**src/rtl/dmem_bus_bridge.sv**
```systemverilog
// Load/store-stage to request/grant/response data-bus bridge with registered read data.
// Optional posted single-entry store buffer: define DMEM_BRIDGE_POSTED_WRITE_EN.
module dmem_bus_bridge (
  input  logic        clk,
  input  logic        rst,
  input  logic        mem_en,
  input  logic [3:0]  mem_wen,
  input  logic [31:0] mem_addr,
  input  logic [31:0] mem_wdata,
  output logic [31:0] mem_rdata,
  output logic        stall,
  output logic        bus_req,
  output logic        bus_we,
  output logic [3:0]  bus_be,
  output logic [31:0] bus_addr,
  output logic [31:0] bus_wdata,
  input  logic        bus_gnt,
  input  logic        bus_rvalid,
  input  logic [31:0] bus_rdata
);

  typedef enum logic [1:0] {S_IDLE, S_REQ, S_WAIT, S_DONE} state_t;

  state_t      r_state;
  state_t      w_state_nxt;
  logic        w_latch;
  logic        w_posted_accept;
  logic        w_resp;
  logic        r_posted;
  logic        r_bus_req;
  logic        r_bus_we;
  logic [3:0]  r_bus_be;
  logic [31:0] r_bus_addr;
  logic [31:0] r_bus_wdata;
  logic [31:0] r_mem_rdata;

`ifdef DMEM_BRIDGE_POSTED_WRITE_EN
  assign w_posted_accept = (r_state == S_IDLE) && mem_en && (|mem_wen);
`else
  assign w_posted_accept = 1'b0;
`endif

  assign w_resp = (r_state == S_WAIT) && bus_rvalid;

  // NOTE: every combinational output gets a default before the case so no latch is inferred.
  always_comb begin
    w_state_nxt = r_state;
    w_latch     = 1'b0;
    unique case (r_state)
      S_IDLE: begin
        if (mem_en) begin
          w_latch     = 1'b1;
          w_state_nxt = S_REQ;
        end
      end
      S_REQ:   if (bus_gnt) w_state_nxt = S_WAIT;
      S_WAIT:  if (bus_rvalid) w_state_nxt = r_posted ? S_IDLE : S_DONE;
      S_DONE:  w_state_nxt = S_IDLE;
      default: w_state_nxt = S_IDLE;
    endcase
  end

  // NOTE: sequential state uses non-blocking assignments so all flops update from pre-edge values.
  always_ff @(posedge clk or posedge rst) begin
    if (rst) begin
      r_state     <= S_IDLE;
      r_bus_req   <= 1'b0;
      r_posted    <= 1'b0;
      r_bus_we    <= 1'b0;
      r_bus_be    <= 4'h0;
      r_bus_addr  <= 32'h0;
      r_bus_wdata <= 32'h0;
      r_mem_rdata <= 32'h0;
    end else begin
      r_state   <= w_state_nxt;
      r_bus_req <= (w_state_nxt == S_REQ);
      if (w_latch) begin
        r_posted    <= w_posted_accept;
        r_bus_we    <= |mem_wen;
        r_bus_be    <= (|mem_wen) ? mem_wen : 4'hF;
        r_bus_addr  <= mem_addr;
        r_bus_wdata <= mem_wdata;
      end else if (w_resp) begin
        r_posted <= 1'b0;
      end
      // Write acks carry no data; only a load response updates the returned word.
      if (w_resp && !r_bus_we) r_mem_rdata <= bus_rdata;
    end
  end

  assign stall     = mem_en && (r_state != S_DONE) && !w_posted_accept;
  assign bus_req   = r_bus_req;
  assign bus_we    = r_bus_we;
  assign bus_be    = r_bus_be;
  assign bus_addr  = r_bus_addr;
  assign bus_wdata = r_bus_wdata;
  assign mem_rdata = r_mem_rdata;

endmodule

```
**config.mk**
```make
export PLATFORM = sky130hd
export DESIGN_NAME = dmem_bus_bridge
export DESIGN_NICKNAME = d
export VERILOG_FILES = /design/src/rtl/dmem_bus_bridge.sv
export SDC_FILE = /design/constraint.sdc
export NUM_CORES = 1
export LEC_CHECK = 0
export CAP_MARGIN = 25
export CORE_MARGIN = 4
export CORE_UTILIZATION = 42
export DETAILED_ROUTE_END_ITERATION = 7
export GPL_ROUTABILITY_DRIVEN = 0
export PLACE_DENSITY_LB_ADDON = 0.25
export SLEW_MARGIN = 20
export SYNTH_ARGS = -nofsm -noshare
export SYNTH_HDL_FRONTEND = slang
export SYNTH_SLANG_ARGS = --single-unit
```
**constraint.sdc**
```tcl
create_clock -name clk -period 5.9 [get_ports clk]
set_input_delay 1.18 -clock clk [delete_from_list [all_inputs] [get_ports clk]]
set_output_delay 1.18 -clock clk [all_outputs]
set_load 0.02 [all_outputs]
```
## Word level (Yosys, flattened, before mapping)

Index checks and enable logic that the tools add are counted.

- Bits in registers: 105
- Bits of input ports: 105
- Output and inout bits: 103
- Logic and storage cells: 30

- Equality and inequality tests: 5
- Multiplexer cells: 10
- Reduce and logical (&&, ||, !) cells: 7

Operator list:

| operator | number |
|---|---|
| $mux 2 | 4 |
| $pmux 2 s4 | 1 |
| $eq 2x1->1 const B | 2 |
| $eq 2x2->1 const B | 2 |
| $mux 1 | 4 |
| $mux 4 | 1 |
| $reduce_or 4->1 | 1 |
| $logic_and 1x1->1 | 3 |
| $logic_not 2->1 | 1 |
| $ne 2x2->1 const B | 1 |
| $reduce_bool 2->1 | 1 |
| $logic_not 1->1 | 1 |

## Longest topological paths before layout

Gate-level depths: netlist of run 1.

- Depth after elaboration: 4
- Depth in mapped cells: 5
- Gate-level depth less buffers: 3

## Worst setup path before layout of run 1

Ideal clock, no wire load.

- Path kind: input -> output
- From: input mem_en
- To: output stall
- Arrival time: 1.689 ns
- Required time: 4.720 ns
- Setup slack: 3.031 ns
- Stages: 1
- Path buffers: 0
- Path through: a21boi_0

- Longest elaborated chain between the ends: 1

Ends and longest elaborated chain:

| element | RTL line | RTL |
|---|---|---|
| start, declared | 6 | `input logic mem_en,` |
| $logic_and 1x1->1 | 91 | `assign stall = mem_en && (r_state != S_DONE) && !w_posted_accept;` |
| end, declared | 11 | `output logic stall,` |

No other way between the ends.

## Final worst setup path of run 1

Same ends and word-level chain as after synthesis.

==> qor.yml, run 1 <==
sta:
  hold_ws_ps: 512
  fmax_mhz: 271
  finalCriticalPeriod_ps: 3680
  tns_ps: 0
  finalSetupViolations: 0
  slew_viol_final: 0
  slew_headroom_pct: 35.2
  worst_pin_slew_ps: 971
  hold_viol_final: 0
  post-route-period-util_pct: 62.4
  skew_ps: 17.1
  rsz0062_at_grt: "false"
power_and_ir_drop:
  p_leak_uw: 0.00263
  power_density_nw_per_um2: 536
  vdd_drop_max_v: 0.000253
layout:
  layout-drive-gt1-share_pct: 25.7
  multiInputGateArea_um2: 1260
  design_area_um2: 6310
  n_antenna_cell: 0
  fin_nets: 556
  regArea_um2: 2600
  syn_to_final_growth_pct: 58.6
  final_core_util_pct: 68.3
  nFillCells: 703
routing:
  wire_per_inst_um: 16.2
  drc: 0
  num_vias: 2714
  drt-pass1-iter-count: 4
  wl_mm: 9.49
  viasPerCell: 4.64
  ant_nets: 0
  first_iter_violations: 56
worst_setup_path:
  path_buf_inv: 2
  critPathKind: "input port to primary output"
  path_cells: "clkdlybuf4s50_1 -> a21boi_0 -> clkdlybuf4s50_1"
  crit_fanout: 3
  worstSetupEndpointType: "primary output"
  crit_top_cell: "clkdlybuf4s50_1"
  crit_path_start_kind: "input port"
  crit_arrival_ps: 2500
  slowest_stage: "clkdlybuf4s50_1"
  worstPathRequired_ps: 4720
  cp_top_family: "buffers and inverters"
  max_stage_delay_ps: 640
cts:
  ctsHtreeMaxLevel: 3
  hold_buffers: 0
  clock_tree.buffer_depth: 2
  cts-root-buf: "clkbuf_8"
  clock_latency_ps: 350
  postCtsResizedCells: 0
  clkTransAtPathRegs_ps: 90
  cts-buffers-inserted: 9
  clock-sinks: 104
  cts_tree: "done"
  post_cts_buffers: 0
grt:
  grt_usage_pct: 17.3
  antenna_found_initial: 0
  grt_pass1_vias: 3050
  grt_pass1_wl_mm: 15.4
  grt_max_degree: 57
  grt_overflow_total: 0
floorplanning:
  die_area_um2: 11100
  io_pins: 208
  initial_core_util_pct: 43.1
  die_h_um: 105
  core-area_um2: 9240
  rows: 35
  die_w_um: 105
synthesis:
  seq_area_frac_synth_pct: 65.4
  synth-seq-cells: 104
  synth.avg_cell_area_um2: 16.4
  synthesis.nets: 347
  ys_warn_count: 0
  ys_types: 21
  synth_top_area_cell: "dfrtp_1"
  synth_area_leaders: "dfrtp_1 (65%), mux2_2 (27%), buf_6 (1.4%)"
  netlist_area_um2: 3980
  syn-instance-count: 242
  synth_top_cell_area_share_pct: 65.4
flow_run:
  cap_violations: 0
placement:
  placement.io_buffers: 207
  dpl_cell_area_um2: 6130
  dp_hpwl_mm: 7.16
hold_path:
  hold_class: "flop to flop"
outcome:
  status: "finished, final reports clean"
[synthesized netlist by cell type, drive strengths merged]
cell,count
dfrtp,104
mux2,96
nor2,10
buf,8
a21oi,5
nor3,4
clkbuf,3
inv,2
nand2,2
a21boi,1
a21o,1
mux2i,1
nand2b,1
nand3b,1
nor3b,1
nor4,1
or2b,1
[per-stage QoR]
stage                     setup WS [ps]  std cells  power, uW
after global placement             2210        569       2970
after global routing               2110        585       3580
after CTS                          2200        585       3440
after detailed placement           2220        569       3020
after floorplan                    1990        242       2150
final                              2220        585       3380
[flip-flops by register name, indices dropped and copies added, names as in the netlist]
signal and cells:
bus_req 1, r_state 2, bus_be 4, bus_wdata 32
mem_rdata 32, bus_addr 32, bus_we 1
[area by class of cell]
cell class | instances | area share, %
sequential | 104 | 41.2
multi-input combinational | 125 | 19.9
timing repair buffer | 209 | 33.3
tap | 129 | 2.56
inverter | 2 | 0.159
clock inverter | 5 | 0.634
clock buffer | 11 | 2.24
[layer usage]
layer / wire length (um) / GRT usage (%) / vias to the layer above
met2: 5040 / 30.9 / 99
li1: - / - / 1261
met1: 3580 / 20.2 / 1346
met3: 731 / 5.02 / 8
met4: 135 / 4.87 / 0
met5: 0 / 0 / -
[layout by cell type, fill, tap and decap left out, drive strengths merged]
cell type / n
clkdlybuf4s50: 207
dfrtp: 104
mux2: 96
clkbuf: 11
nor2: 10
a21oi: 5
nor3: 4
inv: 4
clkinv: 3
nand2: 2
buf: 2
nand3b: 1
nor3b: 1
mux2i: 1
nand2b: 1
or2b: 1
a21o: 1
a21boi: 1
nor4: 1
[logic make-up (layout without fill, tap and decap cells)]
logic type / count (synthesis) / count (layout) / synth area share (%)
flip-flops: 104 / 104 / 65.4
multiplexers: 97 / 97 / 27.6
AND/OR/NAND/NOR: 21 / 21 / 2.83
buffers and inverters: 13 / 227 / 3.14
AO/OA/AOI/OAI: 7 / 7 / 1.04
[power by group]
group | total (uW) | internal [uW] | switching (uW)
registers | 1240 | 1060 | 176
logic | 1740 | 954 | 785
clock network | 410 | 170 | 241
[final timing paths]
check	from	to	slack, ps	cells after the start
max in group asynchronous	rst	mem_rdata[9]	3500	3
worst max register to register	r_state[1]	bus_wdata[3]	3730	3
worst min register to register	mem_rdata[16]	mem_rdata[16]	510	1
worst min-delay path	mem_rdata[16]	mem_rdata[16]	510	1
worst max-delay path	mem_en	stall	2220	3
min in group asynchronous	rst	bus_wdata[12]	1250	2
Note: power is estimated with default switching activity, not from simulation.
==> run 2: changes to the inputs <==
- CORE_UTILIZATION: 42 -> 39
- clock period: 5.9 -> 3.4 ns (I/O delays scaled with it)
==> run 2 against run 1 <==
Setup slack got worse by 1500 ps. Cell count rose by 0.85%. Sequential cell count did not move. Global-route usage fell by 1.3 points. Highest routed layer unchanged. Sequential power rose by 73%.
==> qor.yml, run 2 (synthesized netlist as in run 1, its figures left out) <==
outcome:
  status: "finished, final reports clean"
routing:
  ant_nets: 0
  viasPerCell: 4.63
  first_iter_violations: 110
  drt-pass1-iter-count: 4
  num_vias: 2734
  wl_mm: 9.69
  wire_per_inst_um: 16.4
  drc: 0
worst_setup_path:
  worstSetupEndpointType: "primary output"
  crit_fanout: 3
  crit_arrival_ps: 2000
  worstPathRequired_ps: 2720
  critPathKind: "input port to primary output"
  crit_path_start_kind: "input port"
grt:
  grt_pass1_wl_mm: 14.6
  use_met2_pct: 27.6
  met1_usage_pct: 18.1
  grt_usage_pct: 16.0
  grt_max_degree: 75
  busiest_layer: "met2"
  antenna_found_initial: 0
  grt_overflow_total: 0
  grt_pass1_vias: 2872
  grtUsageMet3_pct: 5.62
cts:
  cts-root-buf: "clkbuf_8"
  postCtsResizedCells: 0
  ctsHtreeMaxLevel: 3
  hold_buffers: 0
  clock_latency_ps: 350
  clock-sinks: 104
  post_cts_buffers: 0
  clock_tree.buffer_depth: 2
  cts-buffers-inserted: 9
  cts_tree: "done"
  clkTransAtPathRegs_ps: 100
hold_path:
  hold_class: "flop to flop"
flow_run:
  cap_violations: 0
floorplanning:
  io_pins: 208
  initial_core_util_pct: 40.3
  rows: 36
  core-area_um2: 9860
  die_w_um: 109
  die_area_um2: 11900
  die_h_um: 109
power_and_ir_drop:
  p_leak_uw: 0.00263
  power_density_nw_per_um2: 934
  power_uw: 5920
  vdd_drop_max_v: 0.000456
layout:
  design_area_um2: 6340
  n_antenna_cell: 0
  final_core_util_pct: 64.3
  syn_to_final_growth_pct: 59.3
  layout_commonest_cell: "clkdlybuf4s50_1"
  most-common-layout-cells: "clkdlybuf4s50_1 (207), dfrtp_1 (104), mux2_2 (94)"
  layout-drive-gt1-share_pct: 25.6
  fin_nets: 558
placement:
  post-place-ws_ps: 718
  placement.io_buffers: 207
  dp_hpwl_mm: 7.37
  dpl_cell_area_um2: 6150
sta:
  slew_headroom_pct: 47.6
  rsz0062_at_grt: "false"
  post-route-period-util_pct: 78.9
  fmax_mhz: 373
  finalSetupViolations: 0
  skew_ps: 8.67
  tns_ps: 0
  slew_viol_final: 0
  worst_slack_ps: 717
  worst_pin_slew_ps: 786
  finalCriticalPeriod_ps: 2680
  hold_viol_final: 0
-- run 2: path summary, 6_finish.rpt --
path | startpoint | end | slack (ps) | cells past startpoint
min reg2reg | mem_rdata[6] | mem_rdata[6] | 510 | 1
min | mem_rdata[6] | mem_rdata[6] | 510 | 1
max reg2reg | r_state[0] | mem_rdata[31] | 1680 | 4
max in group asynchronous | rst | bus_wdata[5] | 1940 | 3
max | mem_en | stall | 720 | 3
min in group asynchronous | rst | bus_wdata[10] | 830 | 3
-- run 2: report_power, final --
| group | internal (uW) | switching, uW | leakage, uW |
|---|---|---|---|
| combinational | 1660 | 1360 | 0.00128 |
| sequential | 1840 | 314 | 0.00126 |
| clock | 342 | 406 | 0.0000900 |
| total | 3840 | 2080 | 0.00263 |
-- run 2: area by class of cell --
type                       count  area [um^2]
tap                          133          166
timing repair buffer         211         2110
clock buffer                  11          131
clock inverter                 4         55.1
inverter                       2         11.3
multi-input combinational    125         1260
sequential                   104         2600
fill                         763         3520
-- run 2: worst max-delay path: stages --
cell and delay, ps:
clkdlybuf4s50_1 490, a21boi_0 200, clkdlybuf4s50_1 630
-- run 2: routing by layer --
metal | part of all wire [%] | vias to the layer above
li1 | - | 1271
met1 | 37 | 1323
met2 | 52 | 125
met3 | 9.0 | 15
met4 | 2.0 | 0
met5 | 0 | -
-- run 2: through the flow --
step	instances	hold WS, ps
after global routing	590	523
after floorplan	242	520
after detailed placement	575	494
final	590	511
after global placement	575	488
after CTS	590	516
